==> src/rtl/uart_rx_word_packer.sv <==
// Frames UART receiver bytes into SYNC + little-endian payload + XOR checksum
// packets and hands each validated word to the core over valid/ready.
module uart_rx_word_packer #(
    parameter int                    DATA_WIDTH    = 8,
    parameter int                    WORD_BYTES    = 4,
    parameter logic [DATA_WIDTH-1:0] SYNC_BYTE     = 8'hA5,
    parameter int                    TIMEOUT_TICKS = 2560
) (
    input  logic                             clk,
    input  logic                             rst,
    input  logic                             tick,
    input  logic                             rx_done,
    input  logic [DATA_WIDTH-1:0]            rx_data,
    output logic [WORD_BYTES*DATA_WIDTH-1:0] word_data,
    output logic                             word_valid,
    input  logic                             word_ready,
    output logic                             chk_err,
    output logic                             timeout_err,
    output logic                             overrun_err,
    output logic                             busy
);

    localparam int WW = WORD_BYTES * DATA_WIDTH;
    localparam int CW = $clog2(WORD_BYTES + 1);
    localparam int TW = $clog2(TIMEOUT_TICKS + 1);
    localparam logic [CW-1:0] COUNT_LAST = CW'(WORD_BYTES - 1);
    localparam logic [TW-1:0] TIMER_LAST = TW'(TIMEOUT_TICKS - 1);

    typedef enum logic [1:0] {
        HUNT,
        PAYLOAD,
        CHECK,
        HOLD
    } state_t;

    state_t                  state, state_n;
    logic                    rx_done_q;
    logic [CW-1:0]           count, count_n;
    logic [DATA_WIDTH-1:0]   checksum, checksum_n;
    logic [WW-1:0]           assembly, assembly_n;
    logic [WW-1:0]           word_data_n;
    logic [TW-1:0]           timer, timer_n;
    logic                    chk_err_n, timeout_err_n, overrun_err_n;
    logic                    byte_event;

    // A long rx_done level counts as a single byte: only its rising edge matters.
    assign byte_event = rx_done && !rx_done_q;
    assign word_valid = (state == HOLD);
    assign busy       = (state != HUNT);

    always_ff @(posedge clk) begin
        if (rst) begin
            state       <= HUNT;
            rx_done_q   <= 1'b0;
            count       <= '0;
            checksum    <= '0;
            assembly    <= '0;
            word_data   <= '0;
            timer       <= '0;
            chk_err     <= 1'b0;
            timeout_err <= 1'b0;
            overrun_err <= 1'b0;
        end else begin
            state       <= state_n;
            rx_done_q   <= rx_done;
            count       <= count_n;
            checksum    <= checksum_n;
            assembly    <= assembly_n;
            word_data   <= word_data_n;
            timer       <= timer_n;
            chk_err     <= chk_err_n;
            timeout_err <= timeout_err_n;
            overrun_err <= overrun_err_n;
        end
    end

    always_comb begin
        state_n       = state;
        count_n       = count;
        checksum_n    = checksum;
        assembly_n    = assembly;
        word_data_n   = word_data;
        timer_n       = '0;
        chk_err_n     = 1'b0;
        timeout_err_n = 1'b0;
        overrun_err_n = 1'b0;

        case (state)
            HUNT: begin
                if (byte_event && rx_data == SYNC_BYTE) begin
                    state_n    = PAYLOAD;
                    count_n    = '0;
                    checksum_n = '0;
                end
            end
            PAYLOAD: begin
                if (byte_event) begin
                    for (int i = 0; i < WORD_BYTES; i++) begin
                        if (count == CW'(i)) begin
                            assembly_n[i*DATA_WIDTH +: DATA_WIDTH] = rx_data;
                        end
                    end
                    checksum_n = checksum ^ rx_data;
                    count_n    = count + 1'b1;
                    if (count == COUNT_LAST) begin
                        state_n = CHECK;
                    end
                end
            end
            CHECK: begin
                if (byte_event) begin
                    if (rx_data == checksum) begin
                        word_data_n = assembly;
                        state_n     = HOLD;
                    end else begin
                        chk_err_n = 1'b1;
                        state_n   = HUNT;
                    end
                end
            end
            HOLD: begin
                if (word_ready) begin
                    state_n = HUNT;
                end
                if (byte_event) begin
                    overrun_err_n = 1'b1;
                end
            end
            default: state_n = HUNT;
        endcase

        // A byte arriving on the terminal tick keeps the packet alive.
        if ((state == PAYLOAD || state == CHECK) && !byte_event) begin
            if (tick) begin
                if (timer == TIMER_LAST) begin
                    state_n       = HUNT;
                    timeout_err_n = 1'b1;
                end else begin
                    timer_n = timer + 1'b1;
                end
            end else begin
                timer_n = timer;
            end
        end
    end

endmodule

==> config.mk <==
export PLATFORM = sky130hd
export DESIGN_NAME = uart_rx_word_packer
export DESIGN_NICKNAME = d
export VERILOG_FILES = /design/src/rtl/uart_rx_word_packer.sv
export SDC_FILE = /design/constraint.sdc
export NUM_CORES = 1
export LEC_CHECK = 0
export BUFFER_PORTS_ARGS = -buffer_cell sky130_fd_sc_hd__buf_2
export CORE_AREA = 5 5 107 84
export DETAILED_ROUTE_END_ITERATION = 8
export DIE_AREA = 0 0 112 89
export PLACE_DENSITY = 0.85
export SLEW_MARGIN = 10
export SYNTH_ARGS = -nofsm -noshare
export SYNTH_HDL_FRONTEND = slang
export SYNTH_SLANG_ARGS = --single-unit
==> constraint.sdc <==
create_clock -name clk -period 2.3 [get_ports clk]
set_input_delay 0 -clock clk [delete_from_list [all_inputs] [get_ports clk]]
set_output_delay 0 -clock clk [all_outputs]
set_load 0.1 [all_outputs]
# ---- Yosys cells after proc, flatten, opt, wreduce, memory -nomap -nowiden
# Cells that the tools add are included.
dict set report word_totals {
  input_bits 13
  out_inout_bits 37
  elab_cells 72
  register_bits 93
}
dict set report classes {
  eq_ne 11
  bitwise 6
  addsub 2
  muxes 20
  n_reduce_logical 20
}
# operator count
set op_table {}
lappend op_table {{$mux W2} 9}
lappend op_table {{$reduce_and A3 Y1} 6}
lappend op_table {{$mux W8} 2}
lappend op_table {{$pmux W8 S2} 1}
lappend op_table {{$add A12 B1 Y12 const B} 1}
lappend op_table {{$eq A12 B12 Y1 const B} 1}
lappend op_table {{$mux W12} 1}
lappend op_table {{$eq A8 B8 Y1} 1}
lappend op_table {{$eq A8 B8 Y1 const B} 1}
lappend op_table {{$pmux W2 S4} 1}
lappend op_table {{$xor A8 B8 Y8} 1}
lappend op_table {{$eq A3 B2 Y1 const B} 2}
lappend op_table {{$mux W3} 2}
lappend op_table {{$pmux W3 S2} 1}
lappend op_table {{$reduce_or A3 Y1} 2}
lappend op_table {{$not A1 Y1} 5}
lappend op_table {{$eq A2 B2 Y1 const B} 2}
lappend op_table {{$ne A2 B2 Y1 const B} 2}
lappend op_table {{$reduce_bool A2 Y1} 2}
lappend op_table {{$reduce_or A2 Y1} 2}
lappend op_table {{$add A3 B1 Y3 const B} 1}
lappend op_table {{$eq A3 B1 Y1 const B} 1}
lappend op_table {{$logic_and A1 B1 Y1} 3}
lappend op_table {{$logic_not A3 Y1} 1}
lappend op_table {{other kinds (5)} 8}

# ---- Longest topological paths before layout
# Gate-level depths: netlist (run 1).
dict set report depth {
  ltp_word 8
  mapped_depth 7
  depth_no_buf 6
}

# ---- Worst setup path after synthesis (run 1)
# No wires, ideal clock.
dict set report synth_path {
  kind {reg2reg}
  from {reg state[0]}
  to {reg checksum[0]}
  stages_incl_launch_ff 8
  t_required_ns 2.226
  arrival_time_ns 1.903
  path_slack_ns 0.322
  setup_ns 0.074
  path_cell_list {dfxtp_1 > inv_1 > ha_1 > inv_1 > a21o_1 > clkbuf_1 > o211ai_1 > o21ai_0}
}
dict set report synth_via {
  elab_chain_len 3
  elab_cells_between_ends 7
  cone_classes {eq/ne (3); mux (1); reduce/logical (3)}
}
# element line
set synth_lines {}
lappend synth_lines {{start: declaration} 36} ;# state_t state, state_n;
lappend synth_lines {{start signal: assignment} 64} ;# state <= state_n;
lappend synth_lines {{$eq A2 B1 Y1 / $logic_not A2 Y1 (equally long branches)} 88} ;# case (state)
lappend synth_lines {{$ne A2 B2 Y1 (no line) / $reduce_bool A2 Y1 (equally long branches)} n/a}
lappend synth_lines {{$reduce_and A3 Y1 (no line)} n/a}
lappend synth_lines {{end signal: assignment} 67} ;# checksum <= checksum_n;
lappend synth_lines {{end: declaration} 39} ;# logic [DATA_WIDTH-1:0] checksum, checksum_n;
# Several ways; a longest one is shown, not always the timed one.
# A chain may end at the register's enable or synchronous reset.

# ---- Final worst setup path (run 1)
dict set report layout_path {
  from {in rx_data[4]}
  to {reg word_data[9]}
}
dict set report layout_via {
  elab_chain_len 2
}
# element line
set layout_lines {}
lappend layout_lines {{start: declaration} 13} ;# input logic [DATA_WIDTH-1:0] rx_data,
lappend layout_lines {{$eq A8 B8 Y1} 112} ;# if (rx_data == checksum) begin
lappend layout_lines {{$reduce_and A3 Y1 (no line)} n/a}
lappend layout_lines {{end signal: assignment} 69} ;# word_data <= word_data_n;
lappend layout_lines {{end: declaration} 14} ;# output logic [WORD_BYTES*DATA_WIDTH-1:0] word_data,
# No other way between the ends.

==> metrics.txt, run 1 <==
setup TNS 0 ps; Syn Nets 507; Via density 5.32; slowest cell on the critical path dlygate4sd3_1; Worst-Margin Slew 600 ps; IO buf count 49; pwr/cell area 584 mW/mm^2; Design Area, Final 0.00465 mm^2; core box area 0.00774 mm^2; Final Cycle Share 86.5%; layout cell share with drive strength beyond 1 14.9%; vias in the first global route 3,205; wire length per cell 14.0 um; critical path buffer and inverter count 3; met2 WL 4140 um; H-tree levels 3; maximum fanout along the worst path 25; Final nets 550; Distinct cells, synth 42; Syn-to-layout area delta 11.1%; Synth Flop Type dfxtp_1; Initial DRT Pass Iterations 5; die area 0.00997 mm^2; Inserted Diodes 0; kind of start point of the critical path input port; storage element area 0.00186 mm^2; max_slew headroom 60.0%; Remaining Overflow, GRT 0; DRT Wirelength 8880 um; number of max-cap violations 0; Clock power frac 36.5%; crit path DAT 2280 ps; DRT antenna net count 0; DRC 0; root cell of the clock tree clkbuf_8; total number of vias 3,381; die width 112 um; DP Worst Slack 392 ps; count leader, synth nand2_1; Yosys warnings 0; met1 wire length 4070 um; Top Metal Used met4; post-synthesis sequential area ratio 44.5%; cell taking the most area after synthesis dfxtp_1; DP Wirelength 6220 um; RSZ-0062 raised after global routing no; Post-CTS Setup Repair Bufs 0; Synth area leaders dfxtp_1, nand2_1, mux2i_1; run status complete, no violations; Pwr Total 0.00271 W; Slew Limit Fails 0; Avg Cell Area, Syn 8.67 um^2; Die H 89 um; Async SR Flop Fraction 0%; final worst slack 311 ps; Net Sw Power 0.000666 W; Final setup viols 0; Mapped Area 0.00419 mm^2; worst clock skew 8.55 ps; clock latency on the worst-skew pair 370 ps; Mapped Cells 483; Leakage 1.69 nW; sequential share of power 59.3%; CP endpoint kind register; antenna violations before repair 0; gr usage total 18.4%; CP Cell Sequence dlygate4sd3_1 > buf_2 > xor2_2 > nor4_4 > and3b_2 > buf_12 > mux2i_1; clock sink count 93; row cnt 28; switching share of power 24.5%; multi-input combinational cell area 0.00201 mm^2; routability congestion estimate 0.838; final worst path period need 1990 ps; kind of critical path input port to register; Worst VDD drop 0.378 mV; cell family with most CP delay buffers and inverters; Placed Area 0.00438 mm^2; iteration-0 DRC count of the detailed router 217; largest net degree at the start of global routing 65; Longest Clk Path Bufs 2; worst min path class input port to register; Commonest cells post-synth nand2_1, dfxtp_1, a21oi_1; Int Power 0.00205 W; Logic pwr share 4.2%; Worst Path Required 2590 ps; first-pass GRT wire length 14,900 um; top-level I/O count 50; met3 wire len 521 um; Layout Utilization 60.1%; CTS tree done; Worst path max stage delay 540 ps; number of synthesized flops with an enable pin 0; Initial Util 54.1%; CTS buffer count 9; top cell type's share of synthesized area 44.5%; Reg clk slew, reported paths 90 ps; fmax 0.503 GHz; Yosys reg bits 93; fillers 662; post_cts resized 0; final hold violations 0
==> worst reg2reg max path, delay by kind of cell (launching register included) <==
family / cells / cell delay (ps)
buffers and inverters: 1 / 250
DFF: 1 / 350
and+or+nand+nor: 2 / 850
xor gates and xnor gates: 1 / 160
muxes: 1 / 230
==> worst paths after layout <==
check	from	endpoint	slack (ps)	cells past startpoint
max reg2reg	checksum[4]	word_data[9]	390	5
min reg2reg	word_data[12]	word_data[12]	460	2
min	rst	assembly[23]	30	2
max	rx_data[4]	word_data[9]	310	7
==> cells in the final DEF, fill, tap and decap left out, drive strengths merged, types with 2 or more instances in the layout <==
cell type	instances
mux2i	33
buf	57
o211ai	9
a21oi	36
xnor2	5
a211oi	3
nor2b	10
inv	19
o21ai	11
and3b	2
nand2b	3
nand3	29
nor2	27
nor4	4
nand4	6
dfxtp	93
clkinv	3
and4	2
nand2	115
clkbuf	10
dlygate4sd3	10
xor2	14
and3	4
ha	11
nor3	2
a31oi	2
and4bb	2
==> power groups by stage <==
stage               clock network (W)  registers (W)   logic, W
global route                  0.00109        0.00161   0.000122
finish                       0.000991        0.00161   0.000113
detailed placement                  0        0.00165  0.0000979
CTS                           0.00101        0.00161   0.000112
global placement                    0        0.00165  0.0000956
floorplan                           0        0.00165  0.0000794
==> routing by layer <==
metal  GRT usage [%]  vias to the layer above
met5               0                        -
met4            5.57                        0
met3            5.95                       16
met2            30.7                       88
met1            23.3                     1586
li1                -                     1691
==> metrics by stage <==
step | instances | hold slack, ps
after floorplan | 483 | 128
after global placement | 610 | 283
after detailed placement | 610 | 292
after CTS | 636 | 18.7
after global routing | 636 | 34.1
final | 636 | 31.9
==> flip-flops by register name, indices dropped and copies added, names as in the netlist <==
signal / flops
assembly: 32
word_data: 32
timer: 12
checksum: 8
count: 3
state: 2
chk_err: 1
overrun_err: 1
rx_done_q: 1
timeout_err: 1
==> logic make-up after synthesis <==
family	synth area share, %
flops	44.5
compound gates	9.00
fa+ha+maj	3.29
xor+xnor	4.15
simple gates	23.2
buf+inv	8.01
mux	7.89
==> repair_timing <==
item                                   CTS  global route
hold buffers                            10             0
setup endpoints to repair                0             0
endpoints found under the hold margin   28             0
==> layout make-up <==
cell class / count / area share [%]
Clock buffer: 10 / 2.74
Clock inverter: 6 / 0.941
Inverter: 17 / 1.37
Multi-Input combinational cell: 338 / 43.1
Sequential cell: 93 / 40.0
Tap cell: 105 / 2.82
Timing Repair Buffer: 67 / 8.98
Power figures use the tool's default switching activity.
==> run 2, diff against run 1 <==
--- a/config.mk
+++ b/config.mk
@@ -6,10 +6,12 @@
 export NUM_CORES = 1
 export LEC_CHECK = 0
 export BUFFER_PORTS_ARGS = -buffer_cell sky130_fd_sc_hd__buf_2
-export CORE_AREA = 5 5 107 84
+export CELL_PAD_IN_SITES_DETAIL_PLACEMENT = 1
+export CELL_PAD_IN_SITES_GLOBAL_PLACEMENT = 1
+export CORE_AREA = 5 5 119 93
 export DETAILED_ROUTE_END_ITERATION = 8
-export DIE_AREA = 0 0 112 89
-export PLACE_DENSITY = 0.85
+export DIE_AREA = 0 0 124 98
+export PLACE_DENSITY = 0.88
 export SLEW_MARGIN = 10
 export SYNTH_ARGS = -nofsm -noshare
 export SYNTH_HDL_FRONTEND = slang
==> constraint.sdc (replaced) <==
create_clock -name clk -period 2.3 [get_ports clk]
set_input_delay 0 -clock clk [delete_from_list [all_inputs] [get_ports clk]]
set_output_delay 0 -clock clk [all_outputs]
set_load 0.02 [all_outputs]
==> run 2 against run 1 <==
Combinational power is 4% lower. Critical endpoint is now assembly[17]. Critical path type is now register to register. Power up 22%. First-iteration DRC count is 1.4% lower. Critical path depth is 2 lower. Sequential cell count unchanged. Largest power group unchanged. Hold slack got worse by 20 ps. Global-route usage is 0.30 points higher. Register-to-register slack worse by 60 ps. Via count rose by 2.6%. Sequential power hardly changed. Final cell count is 3.6% higher. Design area grew 2.5%.
==> metrics.txt, run 2 (synthesis results as in run 1) <==
R2R Setup Slk 330 ps; row cnt 32; Initial Util 42.3%; fmax 0.508 GHz; worst min path class input port to register; setup TNS 0 ps; Worst-Margin Slew 670 ps; worst clock skew 7.22 ps; CTS tree done; DP Cell Count 640; Inserted Diodes 0; Leakage 1.72 nW; hold_buf cts 4; cell family with most CP delay simple AND/OR/NAND/NOR gates; Slew Limit Fails 0; Initial DRT Pass Iterations 4; run status complete, no violations; biggest regs assembly: 32 flops, word_data: 32 flops, timer: 12 flops; most frequent cells in the layout nand2_1, dfxtp_1, buf_2, a21oi_1, mux2i_1; Longest Clk Path Bufs 2; slowest cell on the critical path dfxtp_1; final hold violations 0; DRT Wirelength 10,800 um; H-tree levels 3; crit path DAT 2160 ps; crit path capture assembly[17]; most common cell after layout, fill and taps aside nand2_1; DRC 0; iteration-0 DRC count of the detailed router 214; max_slew headroom 55.4%; DP Wirelength 7540 um; RSZ-0062 raised after global routing no; Syn-to-layout area delta 13.9%; clock sink count 93; Final Cycle Share 85.6%; die width 124 um; Final nets 543; top-level I/O count 50; Worst path max stage delay 480 ps; total number of vias 3,470; CP startpoint state[0]; maximum fanout along the worst path 8; pwr/cell area 694 mW/mm^2; Post-CTS Setup Repair Bufs 0; final non-filler cell total 659; clock latency on the worst-skew pair 350 ps; reg2reg start state[0]; final worst path period need 1970 ps; critical path buffer and inverter count 0; Reg clk slew, reported paths 60 ps; layout cell share with drive strength beyond 1 14.9%; Worst VDD drop 0.410 mV; vias in the first global route 3,645; IO buf count 49; routability congestion estimate 0.861; core box area 0.00989 mm^2; Top cell by count, worst path nand2_1; CP endpoint kind register; Die H 98 um; Final setup viols 0; gr usage total 18.7%; fillers 1,225; first-pass GRT wire length 18,000 um; Remaining Overflow, GRT 0; wire length per cell 16.3 um; CP Cell Sequence ha_1 > nor4bb_4 > nand2_1 > nand2_1 > a21oi_1; CTS buffer count 9; DRT antenna net count 0; Worst Path Required 2490 ps; kind of start point of the critical path register; Crit Reg-Reg Endpoint assembly[17]; kind of critical path register to register; largest net degree at the start of global routing 37; antenna violations before repair 0; number of max-cap violations 0; Crit path depth 5; die area 0.0122 mm^2; post_cts resized 0; Via density 5.27; Reg2Reg Depth 5; root cell of the clock tree clkbuf_16
==> run 2: metal layers <==
metal  track usage (%)  up-vias  share of wire [%]
met2              32.2       60                 49
met5                 0        -                  0
met4              6.06        0                1.7
met1              22.8     1718                 44
met3              4.69       15                4.6
li1                  -     1677                  -
==> run 2: cell type report <==
class                   instances  area, um^2  area share [%]
multi-input cells             338        2010            42.1
clock inverters                 4        72.6            1.52
flip-flops and latches         93        1860            39.1
inverters                      17        63.8            1.34
repair buffers                 60         350            7.35
clock buffers                  11         243            5.09
well taps                     136         170            3.57
==> run 2: worst min-delay path by stage <==
stage                           from      endpoint  slack (ps)  cells past startpoint
after floorplan              rx_done     rx_done_q         130                      1
after global placement       rx_done     rx_done_q         300                      2
after detailed placement     rx_done     rx_done_q         320                      2
after CTS                 rx_data[3]  assembly[27]           8                      3
after global routing      rx_data[3]  assembly[27]          20                      3
final                     rx_data[3]  assembly[27]          10                      3
==> run 2: worst min-delay path, cell delays in order <==
cell and delay, ps:
buf_2 170, nand2_1 80, a21oi_1 50
==> run 2: power breakdown <==
group | total (W) | internal, W | switching [W]
Sequential | 0.00161 | 0.00161 | 0.00000161
Combinational | 0.000108 | 0.0000305 | 0.0000779
Clock | 0.00159 | 0.000974 | 0.000614
Total | 0.00331 | 0.00262 | 0.000693
==> run 2: stage by stage <==
step	cell area, um^2	utilization [%]	setup WS [ps]	power (W)	hold WS, ps
after global routing	4770	48.2	169	0.00340	18.1
after detailed placement	4410	44.6	403	0.00175	320
after global placement	4410	44.6	556	0.00175	295
after CTS	4770	48.2	352	0.00334	7.90
after floorplan	4190	-	666	0.00173	128
final	4770	48.2	331	0.00331	11.5
